`src/rtl/vis_pkg.sv`:
```
// vis_pkg: shared definitions for the vis_* video blocks.
//   mode_e      overlay mode encoding (pass, full crosshair, short cross, box)
//   OBJ_COLOUR  per-object marker colour, RGB888
//   XW / YW     raster coordinate widths
//   near12 / within12  12-bit distance helpers; the spare top bit keeps
//                      +THICK / -c from wrapping at either image edge
package vis_pkg;

    localparam int XW = 11;
    localparam int YW = 10;

    typedef enum logic [1:0] {
        MODE_PASS  = 2'd0,
        MODE_CROSS = 2'd1,
        MODE_SHORT = 2'd2,
        MODE_BOX   = 2'd3
    } mode_e;

    localparam logic [23:0] OBJ_COLOUR [4] = '{24'hFF0000, 24'h00FF00, 24'h0000FF, 24'hFFFF00};

    // |p - c| <= t, written without subtraction so 0 - t cannot underflow
    function automatic logic near12(input logic [11:0] p, input logic [11:0] c,
                                    input logic [11:0] t);
        return ((p + t) >= c) && (p <= (c + t));
    endfunction

    function automatic logic within12(input logic [11:0] p, input logic [11:0] c,
                                      input logic [11:0] arm);
        logic [11:0] d;
        d = (p >= c) ? (p - c) : (c - p);
        return d <= arm;
    endfunction

endpackage

```
`src/rtl/vis_pos_counter.sv`:
```
// vis_pos_counter: raster position tracker shared by vis_* blocks.
//   clk, rst      pixel clock, async active-high reset
//   de, vsync     data enable, vertical sync (active-high)
//   x_pos, y_pos  coordinate of the pixel currently presented on de
//   sof           one-cycle pulse on the first vsync=1 cycle of a frame
module vis_pos_counter
    import vis_pkg::*;
#(
    parameter int IMG_W = 1280,
    parameter int IMG_H = 720
) (
    input  logic          clk,
    input  logic          rst,
    input  logic          de,
    input  logic          vsync,
    output logic [XW-1:0] x_pos,
    output logic [YW-1:0] y_pos,
    output logic          sof
);

    localparam logic [XW-1:0] X_LAST = XW'(IMG_W - 1);
    localparam logic [YW-1:0] Y_LAST = YW'(IMG_H - 1);

    logic [XW-1:0] x_q, x_d;
    logic [YW-1:0] y_q, y_d;
    logic          vsync_q;

    always_comb begin
        x_d = x_q;
        y_d = y_q;
        // vsync wins over de, so a frame cut short mid-line starts clean
        if (vsync) begin
            x_d = '0;
            y_d = '0;
        end else if (de) begin
            if (x_q == X_LAST) begin
                x_d = '0;
                y_d = (y_q == Y_LAST) ? '0 : y_q + 1'b1;
            end else begin
                x_d = x_q + 1'b1;
            end
        end
    end

    always_ff @(posedge clk or posedge rst) begin
        if (rst) begin
            x_q     <= '0;
            y_q     <= '0;
            vsync_q <= 1'b0;
        end else begin
            x_q     <= x_d;
            y_q     <= y_d;
            vsync_q <= vsync;
        end
    end

    assign x_pos = x_q;
    assign y_pos = y_q;
    assign sof   = vsync & ~vsync_q;

endmodule

```
`src/rtl/vis_overlay_multi.sv`:
```
// vis_overlay_multi: draws per-object markers over an RGB888 stream.
//   clk, rst                   pixel clock, async active-high reset
//   de, vsync, hsync, pixel_in input video
//   xcent/ycent                object centroids, 11/10 bits per object
//   xmin/xmax/ymin/ymax        object bounding boxes, same packing
//   obj_valid, mode            object present flags, overlay mode
//   pixel_out, *_out           overlaid video, two cycles behind the input
// Geometry, valid flags and mode are shadowed at frame start so a frame is
// always drawn from one consistent set of values.
module vis_overlay_multi
    import vis_pkg::*;
#(
    parameter int IMG_W = 1280,
    parameter int IMG_H = 720,
    parameter int N_OBJ = 2,
    parameter int THICK = 0,
    parameter int ARM   = 16
) (
    input  logic                  clk,
    input  logic                  rst,
    input  logic                  de,
    input  logic                  vsync,
    input  logic                  hsync,
    input  logic [23:0]           pixel_in,
    input  logic [XW*N_OBJ-1:0]   xcent,
    input  logic [YW*N_OBJ-1:0]   ycent,
    input  logic [XW*N_OBJ-1:0]   xmin,
    input  logic [XW*N_OBJ-1:0]   xmax,
    input  logic [YW*N_OBJ-1:0]   ymin,
    input  logic [YW*N_OBJ-1:0]   ymax,
    input  logic [N_OBJ-1:0]      obj_valid,
    input  logic [1:0]            mode,
    output logic [23:0]           pixel_out,
    output logic                  de_out,
    output logic                  vsync_out,
    output logic                  hsync_out
);

    localparam logic [11:0] T12 = 12'(THICK);
    localparam logic [11:0] A12 = 12'(ARM);

    logic [XW-1:0] x_pos;
    logic [YW-1:0] y_pos;
    logic          sof;

    vis_pos_counter #(.IMG_W(IMG_W), .IMG_H(IMG_H)) u_pos (
        .clk   (clk),
        .rst   (rst),
        .de    (de),
        .vsync (vsync),
        .x_pos (x_pos),
        .y_pos (y_pos),
        .sof   (sof)
    );

    logic [XW*N_OBJ-1:0] sh_xc_q, sh_x0_q, sh_x1_q;
    logic [YW*N_OBJ-1:0] sh_yc_q, sh_y0_q, sh_y1_q;
    logic [N_OBJ-1:0]    sh_valid_q;
    mode_e               sh_mode_q;

    always_ff @(posedge clk or posedge rst) begin
        if (rst) begin
            sh_xc_q    <= '0;
            sh_x0_q    <= '0;
            sh_x1_q    <= '0;
            sh_yc_q    <= '0;
            sh_y0_q    <= '0;
            sh_y1_q    <= '0;
            sh_valid_q <= '0;
            sh_mode_q  <= MODE_PASS;
        end else if (sof) begin
            sh_xc_q    <= xcent;
            sh_x0_q    <= xmin;
            sh_x1_q    <= xmax;
            sh_yc_q    <= ycent;
            sh_y0_q    <= ymin;
            sh_y1_q    <= ymax;
            sh_valid_q <= obj_valid;
            sh_mode_q  <= mode_e'(mode);
        end
    end

    logic [11:0]      px, py;
    logic [N_OBJ-1:0] hit_d;

    assign px = {1'b0, x_pos};
    assign py = {2'b00, y_pos};

    for (genvar k = 0; k < N_OBJ; k++) begin : g_obj
        logic [11:0] xc, yc, x0, x1, y0, y1;
        logic        nx_c, ny_c, cross_hit, short_hit, box_hit, sel;

        assign xc = {1'b0, sh_xc_q[k*XW +: XW]};
        assign x0 = {1'b0, sh_x0_q[k*XW +: XW]};
        assign x1 = {1'b0, sh_x1_q[k*XW +: XW]};
        assign yc = {2'b00, sh_yc_q[k*YW +: YW]};
        assign y0 = {2'b00, sh_y0_q[k*YW +: YW]};
        assign y1 = {2'b00, sh_y1_q[k*YW +: YW]};

        assign nx_c      = near12(px, xc, T12);
        assign ny_c      = near12(py, yc, T12);
        assign cross_hit = nx_c | ny_c;
        assign short_hit = (nx_c & within12(py, yc, A12)) | (ny_c & within12(px, xc, A12));
        // an inverted box is treated as empty rather than as a wrapped outline
        assign box_hit   = (x0 <= x1) && (y0 <= y1) &&
                           (((near12(px, x0, T12) || near12(px, x1, T12)) && (py >= y0) && (py <= y1)) ||
                            ((near12(py, y0, T12) || near12(py, y1, T12)) && (px >= x0) && (px <= x1)));

        always_comb begin
            sel = 1'b0;
            unique case (sh_mode_q)
                MODE_CROSS: sel = cross_hit;
                MODE_SHORT: sel = short_hit;
                MODE_BOX:   sel = box_hit;
                default:    sel = 1'b0;
            endcase
        end

        // blanking cycles sit outside the image; the counter holds a stale
        // coordinate there, so hits are gated by de
        assign hit_d[k] = de & sh_valid_q[k] & sel;
    end

    logic [N_OBJ-1:0] hit_q;
    logic [23:0]      pix1_q, pix2_q, col_d;
    logic             de1_q, vs1_q, hs1_q, de2_q, vs2_q, hs2_q;

    always_comb begin
        col_d = pix1_q;
        // walk downwards so the lowest-index hit is the last (winning) write
        for (int k = N_OBJ - 1; k >= 0; k--) begin
            if (hit_q[k]) col_d = OBJ_COLOUR[k];
        end
    end

    always_ff @(posedge clk or posedge rst) begin
        if (rst) begin
            hit_q  <= '0;
            pix1_q <= '0;
            de1_q  <= 1'b0;
            vs1_q  <= 1'b0;
            hs1_q  <= 1'b0;
            pix2_q <= '0;
            de2_q  <= 1'b0;
            vs2_q  <= 1'b0;
            hs2_q  <= 1'b0;
        end else begin
            hit_q  <= hit_d;
            pix1_q <= pixel_in;
            de1_q  <= de;
            vs1_q  <= vsync;
            hs1_q  <= hsync;
            pix2_q <= col_d;
            de2_q  <= de1_q;
            vs2_q  <= vs1_q;
            hs2_q  <= hs1_q;
        end
    end

    assign pixel_out = pix2_q;
    assign de_out    = de2_q;
    assign vsync_out = vs2_q;
    assign hsync_out = hs2_q;

endmodule

```
`config.mk`:
```
export PLATFORM = sky130hd
export DESIGN_NAME = vis_overlay_multi
export DESIGN_NICKNAME = d
export VERILOG_FILES = /design/src/rtl/vis_pkg.sv /design/src/rtl/vis_pos_counter.sv /design/src/rtl/vis_overlay_multi.sv
export SDC_FILE = /design/constraint.sdc
export NUM_CORES = 1
export LEC_CHECK = 0
export BUFFER_PORTS_ARGS = -buffer_cell sky130_fd_sc_hd__buf_4
export CAP_MARGIN = 25
export CELL_PAD_IN_SITES_DETAIL_PLACEMENT = 0
export CELL_PAD_IN_SITES_GLOBAL_PLACEMENT = 1
export CORE_MARGIN = 2
export CORE_UTILIZATION = 45
export DETAILED_ROUTE_END_ITERATION = 6
export PLACE_DENSITY = 0.78
export SLEW_MARGIN = 0
export SYNTH_ARGS = -nofsm -noshare
export SYNTH_HDL_FRONTEND = slang
export SYNTH_SLANG_ARGS = --single-unit
```
`constraint.sdc`:
```
create_clock -name clk -period 10.2 [get_ports clk]
set_input_delay 2.04 -clock clk [delete_from_list [all_inputs] [get_ports clk]]
set_output_delay 2.04 -clock clk [all_outputs]
set_load 0.03 [all_outputs]
```
==> results of run 1 <==
## layer usage
layer / global-route usage (%) / up-vias / share of wire [%]
li1: - / 5836 / -
met1: 33.36 / 5506 / 49
met2: 36.32 / 297 / 44
met3: 3.363 / 56 / 5.1
met4: 6.114 / 0 / 2.4
met5: 0 / - / 0
## layout make-up
| type | instances | area share, % |
|---|---|---|
| well taps | 396 | 3.014 |
| clock inverters | 9 | 0.7078 |
| clock buffers | 36 | 4.422 |
| inverters | 169 | 3.904 |
| multi-input cells | 1140 | 47.72 |
| flip-flops and latches | 207 | 31.51 |
| repair buffers | 191 | 8.721 |
## report_power, final
part | switching [mW] | leakage [nW] | internal (mW)
Clock | 0.365 | 0.415 | 0.547
Sequential | 0.0585 | 2.54 | 0.903
Combinational | 0.417 | 4.97 | 0.306
Total | 0.840 | 7.92 | 1.76
## sequential cells by signal (all words and copies together), names as in the netlist
register     cells
pix1_q          24
pixel_out       24
sh_x0_q         22
sh_x1_q         22
sh_xc_q         22
sh_y0_q         20
sh_y1_q         20
sh_yc_q         20
u_pos.x_pos     11
u_pos.y_pos     10
hit_q            2
sh_mode_q        2
sh_valid_q       2
de1_q            1
de_out           1
hs1_q            1
hsync_out        1
vs1_q            1
vsync_out        1
## cells by family after synthesis
| group | count (synthesis) |
|---|---|
| fa+ha+maj | 212 |
| xor+xnor | 22 |
| mux | 20 |
| flops | 207 |
| simple gates | 457 |
| buf+inv | 219 |
| compound gates | 429 |
## worst max-delay path, delay by kind of cell
family | cells | cell delay [ns]
buf+inv | 3 | 1.54
mux | 1 | 0.41
simple gates | 1 | 0.17
## stage by stage
| step | setup WS, ns | instance area, um2 | util [%] | hold slack, ns |
|---|---|---|---|---|
| 6_report | 6.382 | 16440 | 54.03 | 0.3493 |
| 3_5_place_dp | 5.827 | 15600 | 51.26 | 0.3379 |
| 4_1_cts | 6.392 | 16440 | 54.03 | 0.3510 |
| 2_1_floorplan | 2.508 | 13860 | - | 0.3312 |
| 3_3_place_gp | 5.862 | 15600 | 51.26 | 0.3345 |
| 5_1_grt | 6.178 | 16440 | 54.03 | 0.3553 |
## synth_stat cells, types with 8 or more instances
master    instances
a211oi_1         14
a21o_1           28
a21oi_1          86
a31oi_1          10
and2_1           14
buf_1             8
buf_2             8
clkbuf_1         33
dfrtp_1         207
ha_1            212
inv_1           169
mux2_2            8
mux2i_1          12
nand2_1         191
nand2b_1         11
nand3_1          17
nand4_1          34
nor2_1           82
nor2b_1          28
nor3_1           24
nor4_1            8
o211ai_1         11
o21a_1           14
o21ai_0         185
o31ai_1          11
or3_1            11
xnor2_1          13
xor2_1            9
## worst max-delay path by stage
stage | to | startpoint | cells past startpoint | slack, ns
floorplan | de1_q$_DFF_PP0_ | rst | 1 | 2.51
detailed placement | sh_x1_q[0]$_DFFE_PP0P_ | vsync | 5 | 5.83
finish | sh_x1_q[0]$_DFFE_PP0P_ | vsync | 5 | 6.38
CTS | sh_valid_q[0]$_DFFE_PP0P_ | vsync | 5 | 6.39
global placement | sh_x1_q[0]$_DFFE_PP0P_ | vsync | 5 | 5.86
global route | sh_valid_q[0]$_DFFE_PP0P_ | vsync | 5 | 6.18
==> metrics, run 1 <==
io pins 186; Slew Viols, Final 0; fmax 261.9 MHz; Worst Path Required 10.63 ns; CP Launch Type primary input; RSZ-0062 raised after global routing no; FF+latch area 5180 um2; gpl congestion 0.8572; # port buffers 185; Synth Area in Compound Gates 18.80%; largest net degree at the start of global routing 114; Hold Vio Cnt, Final 0; die width 179.5 um; layout cells sized above 1 14.73%; drt wl/cell 17.43 um; Worst Hold Depth 0; fin nets 2105; syn avg cell area 8.849 um2; vias per cell 5.445; status completed; post_cts resized 0; hold_sp hs1_q$_DFF_PP0_; DPL Wire Length 28460 um; area delta synth->final 18.64%; Synth area leader dfrtp_1; area of the multi-input gates 7846 um2; Post-Route WL 37430 um; setup_tns 0 ns; FF-to-FF End hit_q[1]$_DFF_PP0_; Lkg Pwr 7.919 nW; final std cells w/o fill 2148; DR iter-0 viols 715; Slowest cell on crit path buf_4; Yosys warnings 0; Synth top area share 37.38%; ant diodes 0; die height 179.5 um; mux cell area share after synthesis 1.517%; filler cell count 2859; Synth cell types 71; minimum clock period 3.818 ns; TritonCTS Buffers 25; number of flops mapped to enable cells by yosys 0; DRT Pass-1 Iters 5; first-pass GRT wire length 61220 um; Post-synth ARST share 100.0%; Crit Path Class in2reg; Die Footprint 32220 um2; max incr delay on CP 0.88 ns; placed instance count 2103; Worst Max-Slew Pin Slew 0.9913 ns; Post-Syn Area 13860 um2; Post-CTS Setup Bufs 0; worst reg2reg path depth 10; Synth Register Bits 207; post-synthesis cell count 1566; crit path DAT 4.25 ns; most frequent cells in the layout ha_1, dfrtp_1, nand2_1, buf_4, o21ai_0; CTS Hold Buffers Added 0; total core area 30430 um2; maximum vdd drop 0.1216 mV; cells along the critical path buf_4 -> nor2b_4 -> buf_4 -> buf_4 -> mux2_2; Worst path most repeated cell buf_4; vias in the first global route 11470; Max-slew headroom 33.91%; post-synthesis sequential area ratio 37.38%; XOR/XNOR Fraction of Synth Area 1.390%; Synth Area in Simple Gates 15.72%; Adder-Cell Fraction of Synth Area 19.14%; R2R Path Start u_pos.x_pos[8]$_DFFE_PP0P_; main combinational cell family by area after synthesis adder cells; most common cell after layout, fill and taps aside ha_1; Starting Density 45.54%; number of H-tree levels 1; CTS tree done; Clock Path Buffers 3; clock root buffer clkbuf_16; WHS Endpoint hsync_out$_DFF_PP0_; row cnt 64; Crit Path Max Fanout 113; Worst Skew 0.01605 ns; internal reg-to-reg setup slack 6.80 ns; GRT Residual Overflow 0; Hold Crit Class reg2reg; Synth Flop Type dfrtp_1; via count 11700; top area cells in the synthesized netlist dfrtp_1, ha_1, o21ai_0; worst skew pair latency 0.55 ns; Final period util 37.44%; clock sink count 207; Final Total Pwr 2.596 mW; Routed Antenna Nets 0; Post-Syn Nets 1937; Total GRT Usage 23.10%; Max Cap Viol 0; Worst Setup End Kind flop; clock slew at reported path FFs 0.06 ns; Pwr Density 157.9 nW/um2; number of remaining DRC errors 0; initial antenna violation count 0; setup violators final 0
Power figures use the tool's default switching activity.
==> run 2: changes to the inputs <==
- ABC_AREA: not set -> 1
- CORE_UTILIZATION: 45 -> 39
- PLACE_DENSITY: 0.78 -> 0.74
- clock period: 10.2 -> 3.3 ns (I/O delays scaled with it)
==> run 2 against run 1 <==
  * Sequential power rose to 3.1 times the previous value
  * Synthesized cell count rose by 38%
  * Sequential share of layout area fell by 3.4 points
  * Design area rose by 12%
  * Largest power group is now the clock network
==> metrics, run 2 <==
crit path DAT 3.41 ns (was 4.25 ns); Starting Density 39.78% (was 45.54%); Cell Area, Placed 17540 um2 (was 15600 um2); CP Launch Type flop (was primary input); Worst path most repeated cell nand2_1 (was buf_4); placed instance count 2849 (was 2103); filler cell count 3981 (was 2859); final std cells w/o fill 2896 (was 2148); row cnt 72 (was 64); initial antenna violation count 0 (unchanged); fmax 341.6 MHz; # port buffers 185 (unchanged); sw power 2.931 mW (was 840.3 uW); WHS Endpoint hs1_q$_DFF_PP0_ (was hsync_out$_DFF_PP0_); Final period util 88.72%; first-pass GRT wire length 78560 um (was 61220 um); Max-slew headroom 48.99% (was 33.91%); Synth top area share 33.46% (was 37.38%); area delta synth->final 19.20% (was 18.64%); Synth Area in Compound Gates 10.90% (was 18.80%); internal cell power 5.556 mW (was 1.756 mW); number of remaining DRC errors 0 (unchanged); Crit Path Max Fanout 10 (was 113); mux cell area share after synthesis 0.4365% (was 1.517%); setup_tns 0 ns (unchanged); Worst Setup End Kind flop (unchanged); synth cell count leaders nand2_1, inv_1, nor2_1 (was ha_1, dfrtp_1, nand2_1); DRT Pass-1 Iters 5 (unchanged); clock slew at reported path FFs 0.06 ns (about the same); Hold Crit Class in2reg (was reg2reg); internal reg-to-reg setup slack 0.37 ns (was 6.80 ns); io pins 186 (unchanged); Post-Syn Nets 2539 (was 1937); top area cells in the synthesized netlist dfrtp_1, ha_1, nand2_1 (was dfrtp_1, ha_1, o21ai_0); hold_ws 0.2165 ns (was 0.3493 ns); most common cell in the netlist nand2_1 (was ha_1); Slowest cell on crit path inv_1 (was buf_4); largest net degree at the start of global routing 118 (was 114); die height 203.2 um (was 179.5 um); drt wl/cell 16.74 um (was 17.43 um); Worst Hold Depth 1 (was 0); Yosys warnings 0 (unchanged); Synth area leader dfrtp_1 (unchanged); Die Footprint 41300 um2 (was 32220 um2); vias per cell 4.982 (was 5.445); worst reg2reg path depth 18 (was 10); Lkg Pwr 10.20 nW (was 7.919 nW); ant diodes 0 (unchanged); combinational share of power 29.8% (was 27.9%); FF-to-FF End hit_q[0]$_DFF_PP0_ (was hit_q[1]$_DFF_PP0_); Slew Viols, Final 0 (unchanged); number of flops mapped to enable cells by yosys 0 (unchanged); status completed (unchanged); TritonCTS Buffers 26 (was 25); post-layout util 47.42% (was 54.03%); XOR/XNOR Fraction of Synth Area 0.4526% (was 1.390%); DR iter-0 viols 858 (was 715); setup violators final 0 (unchanged); final instance area 18450 um2 (was 16440 um2); Synth cell types 45 (was 71); CTS tree done (unchanged); Clk pwr share 35.3% (was 35.1%); layout cells sized above 1 12.03% (was 14.73%); Post-synth ARST share 100.0% (unchanged); Clock Path Buffers 3 (unchanged); Synth Area in Simple Gates 27.91% (was 15.72%); R2R Path Start u_pos.x_pos[0]$_DFFE_PP0P_ (was u_pos.x_pos[8]$_DFFE_PP0P_); Synth Flop Type dfrtp_1 (unchanged); main combinational cell family by area after synthesis simple AND/OR/NAND/NOR gates (was adder cells); Post-CTS Setup Bufs 0 (unchanged); gpl congestion 0.9237 (was 0.8572); RSZ-0062 raised after global routing no (unchanged); maximum vdd drop 0.3606 mV (was 0.1216 mV); post_cts resized 0 (unchanged); Total GRT Usage 23.94% (was 23.10%); die width 203.2 um (was 179.5 um); Synth Register Bits 207 (unchanged); Max Cap Viol 0 (unchanged); post-synthesis cell count 2168 (was 1566); vias in the first global route 14530 (was 11470); Pwr Density 459.9 nW/um2 (was 157.9 nW/um2); clock sink count 207 (unchanged); total core area 38920 um2 (was 30430 um2); Worst Max-Slew Pin Slew 0.7651 ns (was 0.9913 ns); Worst Skew 0.01766 ns (was 0.01605 ns); Routed Antenna Nets 0 (unchanged); Post-Syn Area 15480 um2 (was 13860 um2); syn avg cell area 7.140 um2 (was 8.849 um2); GRT Residual Overflow 0 (unchanged); Crit Path Class reg2reg (was in2reg); DPL Wire Length 39040 um (was 28460 um); via count 14430 (was 11700); Worst Path Required 3.78 ns (was 10.63 ns); most common cell after layout, fill and taps aside nand2_1 (was ha_1); Hold Vio Cnt, Final 0 (unchanged); minimum clock period 2.928 ns; cells along the critical path inv_1 -> ha_1 -> inv_1 -> nand2_1 -> nand2_1 -> nand2_1 -> nand2_1 -> nand2_1 -> nand2_1 -> nor2_2 -> nand3_1 -> nor2_1 -> nand3_1 -> nand2_1 -> nand2_1 -> nand2_1 -> nand2_1 -> a21oi_2 (was buf_4 -> nor2b_4 -> buf_4 -> buf_4 -> mux2_2); fin nets 2731 (was 2105); sequential share of power 34.9% (was 37.0%); number of H-tree levels 1 (unchanged); clock root buffer clkbuf_16 (unchanged); Adder-Cell Fraction of Synth Area 17.14% (was 19.14%); max incr delay on CP 0.54 ns (was 0.88 ns); most frequent cells in the layout nand2_1, inv_1, nor2_1 (was ha_1, dfrtp_1, nand2_1, buf_4, o21ai_0); Post-Route WL 48470 um (was 37430 um); sw frac 34.53% (was 32.36%); post-synthesis sequential area ratio 33.46% (was 37.38%); worst skew pair latency 0.55 ns (about the same); hold_sp hsync (was hs1_q$_DFF_PP0_)
==> run 2: cell count changes in the layout (fill, tap and decap cells not counted), moves of 13 or more <==
cell	change
inv_1	+172
a21o_1	-26
nor2_1	+176
nor2b_1	-27
nand2_1	+336
o21ai_0	-151
nand3_1	+132
xnor2_1	-13
a21oi_1	+147
==> run 2: routing by layer <==
| layer | share of wire [%] | global-route usage, % | up-vias | wire (um) |
|---|---|---|---|---|
| li1 | - | - | 7361 | - |
| met4 | 2.5 | 5.892 | 0 | 1229 |
| met5 | 0 | 0 | - | 0 |
| met3 | 4.2 | 3.116 | 71 | 2014 |
| met2 | 47 | 40.72 | 296 | 22640 |
| met1 | 47 | 32.21 | 6700 | 22580 |
==> run 2: layout make-up <==
| type | count | area (um2) | share of cell area (%) |
|---|---|---|---|
| Sequential cell | 207 | 5180 | 28.07 |
| Inverter | 351 | 1321 | 7.160 |
| Tap cell | 518 | 648.1 | 3.512 |
| Multi-Input combinational cell | 1570 | 8801 | 47.69 |
| Clock inverter | 6 | 111.4 | 0.6035 |
| Clock buffer | 40 | 794.5 | 4.306 |
| Timing Repair Buffer | 204 | 1597 | 8.652 |
==> run 2: worst max path at each step <==
stage / slack [ns] / cells past startpoint / start / endpoint
global route: 0.04 / 18 / u_pos.x_pos[0]$_DFFE_PP0P_ / hit_q[0]$_DFF_PP0_
global placement: 0.36 / 18 / u_pos.x_pos[0]$_DFFE_PP0P_ / hit_q[0]$_DFF_PP0_
detailed placement: 0.40 / 18 / u_pos.x_pos[0]$_DFFE_PP0P_ / hit_q[0]$_DFF_PP0_
finish: 0.37 / 18 / u_pos.x_pos[0]$_DFFE_PP0P_ / hit_q[0]$_DFF_PP0_
CTS: 0.40 / 18 / u_pos.x_pos[0]$_DFFE_PP0P_ / hit_q[0]$_DFF_PP0_
floorplan: -0.05 / 1 / rst / de1_q$_DFF_PP0_
==> run 2: critical path, delay by kind of cell, from the launching register on <==
| family | cells | cell delay, ns |
|---|---|---|
| AND/OR/NAND/NOR | 14 | 1.33 |
| adder cells (fa/ha/maj) | 1 | 0.26 |
| AO/OA/AOI/OAI | 1 | 0.12 |
| buffers and inverters | 2 | 0.63 |
| flip-flops | 1 | 0.52 |
==> run 2: through the flow <==
| stage | power, mW | setup slack (ns) |
|---|---|---|
| floorplan | 4.654 | -0.04625 |
| global placement | 5.503 | 0.3630 |
| detailed placement | 5.528 | 0.4005 |
| CTS | 8.576 | 0.4023 |
| global route | 9.083 | 0.04183 |
| finish | 8.487 | 0.3722 |
==> run 2: cells by family after synthesis <==
group,Yosys count
adders and majority gates,212
AOI/OAI and AO/OA,313
and+or+nand+nor,1031
DFF,207
xor gates and xnor gates,8
muxes,6
buffers and inverters,391
==> run 2: timing repair <==
action                                  in CTS  in global routing
endpoints found under the setup margin       0                  0
hold buffers                                 1                  0
hold endpoints to repair                     1                  0
==> run 2: power groups by stage <==
stage	Sequential [mW]	Combinational, mW	Clock [mW]
4_1_cts	2.96	2.54	3.07
3_3_place_gp	3.00	2.50	0
2_1_floorplan	2.97	1.68	0
5_1_grt	2.99	2.91	3.18
3_5_place_dp	3.01	2.52	0
6_report	2.97	2.53	3.00
==> run 3: changes to the inputs <==
- RECOVER_POWER: not set -> 25
==> run 3 against run 2 <==
  * The flow now finishes with violations (capacitance limit, slew limit)
  * Sequential share of layout area about the same
  * Critical path type unchanged
  * Clock-buffer cell count unchanged
  * Maximum frequency decreased by 0.26%
  * Non-clock buffer count unchanged
  * Clock skew decreased by 0.0012 ns
  * Largest cell class unchanged
  * Largest power group unchanged
  * Worst setup slack got worse by 0.0075 ns
  * Hold slack improved by 0.023 ns
==> metrics, run 3 (synthesis results as in run 2) <==
Lkg Pwr 10.17 nW (was 10.20 nW); vias per cell 4.988 (was 4.982); ant diodes 0 (unchanged); Worst Skew 0.01645 ns (was 0.01766 ns); Post-CTS Setup Bufs 0 (unchanged); minimum clock period 2.935 ns (was 2.928 ns); clock slew at reported path FFs 0.06 ns (about the same); post_cts resized 0 (unchanged); most frequent cells in the layout nand2_1, inv_1, nor2_1 (unchanged); final std cells w/o fill 2896 (unchanged); via count 14440 (was 14430); RSZ-0062 raised after global routing no (unchanged); Hold Crit Class in2reg (unchanged); number of remaining DRC errors 0 (unchanged); Final period util 88.95% (was 88.72%); maximum vdd drop 0.3590 mV (was 0.3606 mV); status complete, but fails checks (was completed); worst skew pair latency 0.55 ns (about the same); setup violators final 0 (unchanged); number of H-tree levels 1 (unchanged); DR iter-0 viols 876 (was 858); CP Launch Type flop (unchanged); hold_ws 0.2394 ns (was 0.2165 ns); Max Cap Viol 1 (was 0); Hold Vio Cnt, Final 0 (unchanged); Buf/Inv on CP 2 (unchanged); CTS Hold Buffers Added 1 (unchanged); failing checks capacitance limit, slew limit; Total GRT Usage 23.94% (unchanged); Crit Path Max Fanout 10 (unchanged); clock root buffer clkbuf_16 (unchanged); Routed Antenna Nets 0 (unchanged); fin nets 2731 (unchanged); # port buffers 185 (unchanged); crit path DAT 3.42 ns (was 3.41 ns); Worst Path Required 3.78 ns (about the same); Crit Path Class reg2reg (unchanged); Slew Viols, Final 68 (was 0); die width 203.2 um (unchanged); initial antenna violation count 0 (unchanged); total core area 38920 um2 (unchanged); Worst Setup End Kind flop (unchanged); Cell Area, Placed 17540 um2 (unchanged); gpl congestion 0.9237 (unchanged); GRT Residual Overflow 0 (unchanged); Post-Route WL 48450 um (was 48470 um); largest net degree at the start of global routing 118 (unchanged); io pins 186 (unchanged); fmax 340.7 MHz (was 341.6 MHz); CTS tree done (unchanged); first-pass GRT wire length 78560 um (unchanged); area delta synth->final 19.00% (was 19.20%); filler cell count 3985 (was 3981); layout cells sized above 1 11.86% (was 12.03%); placed instance count 2849 (unchanged); max incr delay on CP 0.54 ns (about the same); vias in the first global route 14530 (unchanged); clock sink count 207 (unchanged); TritonCTS Buffers 26 (unchanged); DPL Wire Length 39040 um (unchanged); drt wl/cell 16.73 um (was 16.74 um); Starting Density 39.78% (unchanged); CP delay by family, top simple AND/OR/NAND/NOR gates (unchanged); DRT Pass-1 Iters 7 (was 5); die height 203.2 um (unchanged); post-layout util 47.33% (was 47.42%); row cnt 72 (unchanged); setup_tns 0 ns (unchanged); most common cell after layout, fill and taps aside nand2_1 (unchanged); Worst Max-Slew Pin Slew 1.701 ns (was 0.7651 ns); Pwr Density 460.6 nW/um2 (was 459.9 nW/um2); Clock Path Buffers 3 (unchanged); Max-slew headroom -13.41% (was 48.99%); Worst path most repeated cell nand2_1 (unchanged); final instance area 18420 um2 (was 18450 um2); Die Footprint 41300 um2 (unchanged); cells along the critical path inv_1 -> ha_1 -> inv_1 -> nand2_1 -> nand2_1 -> nand2_1 -> nand2_1 -> nand2_1 -> nand2_1 -> nor2_2 -> nand3_1 -> nor2_1 -> nand3_1 -> nand2_1 -> nand2_1 -> nand2_1 -> nand2_1 -> a21oi_2 (unchanged); Slowest cell on crit path inv_1 (unchanged)
-- run 3: changes by cell type in the layout (fill, tap and decap cells not counted) --
| cell | change |
|---|---|
| clkbuf_2 | +1 |
| or2_0 | +1 |
| or2_4 | -1 |
| buf_12 | -1 |
| clkinvlp_4 | -1 |
| buf_4 | -29 |
| clkbuf_1 | +3 |
| clkinvlp_2 | +1 |
| clkbuf_4 | +26 |
-- run 3: final timing paths --
kind                                             from                      end  slack [ns]  depth (start not counted)
max in group asynchronous                         rst  sh_y1_q[14]$_DFFE_PP0P_        0.83                          4
setup / recovery           u_pos.x_pos[0]$_DFFE_PP0P_       hit_q[0]$_DFF_PP0_        0.36                         18
hold reg to reg                       hs1_q$_DFF_PP0_      hsync_out$_DFF_PP0_        0.35                          0
min in group asynchronous                         rst   sh_x1_q[7]$_DFFE_PP0P_        0.59                          3
setup reg to reg           u_pos.x_pos[0]$_DFFE_PP0P_       hit_q[0]$_DFF_PP0_        0.36                         18
hold / removal                                  hsync          hs1_q$_DFF_PP0_        0.24                          1
-- run 3: where the power goes --
group	switching, mW	internal, mW
Sequential	0.176	2.79
Combinational	1.64	0.885
Clock	1.12	1.88
-- run 3: layout make-up --
class | instances | area, um2 | share of cell area [%]
Tap cell | 518 | 648.1 | 3.518
Inverter | 351 | 1319 | 7.159
Multi-Input combinational cell | 1570 | 8798 | 47.76
Clock buffer | 40 | 794.5 | 4.313
Timing Repair Buffer | 204 | 1570 | 8.524
Sequential cell | 207 | 5180 | 28.12
Clock inverter | 6 | 111.4 | 0.6045
-- run 3: metal layers --
metal / global-route usage [%] / vias to the layer above / share of wire [%]
met5: 0 / - / 0
met4: 5.892 / 0 / 2.5
met3: 3.116 / 67 / 4.6
met2: 40.72 / 330 / 47
met1: 32.21 / 6680 / 46
li1: - / 7367 / -
-- run 3: through the flow --
| step | total power, mW | worst slack, ns |
|---|---|---|
| floorplan | 4.654 | -0.04625 |
| global placement | 5.503 | 0.3630 |
| detailed placement | 5.528 | 0.4005 |
| CTS | 8.576 | 0.4023 |
| global route | 9.077 | 0.04183 |
| finish | 8.486 | 0.3647 |
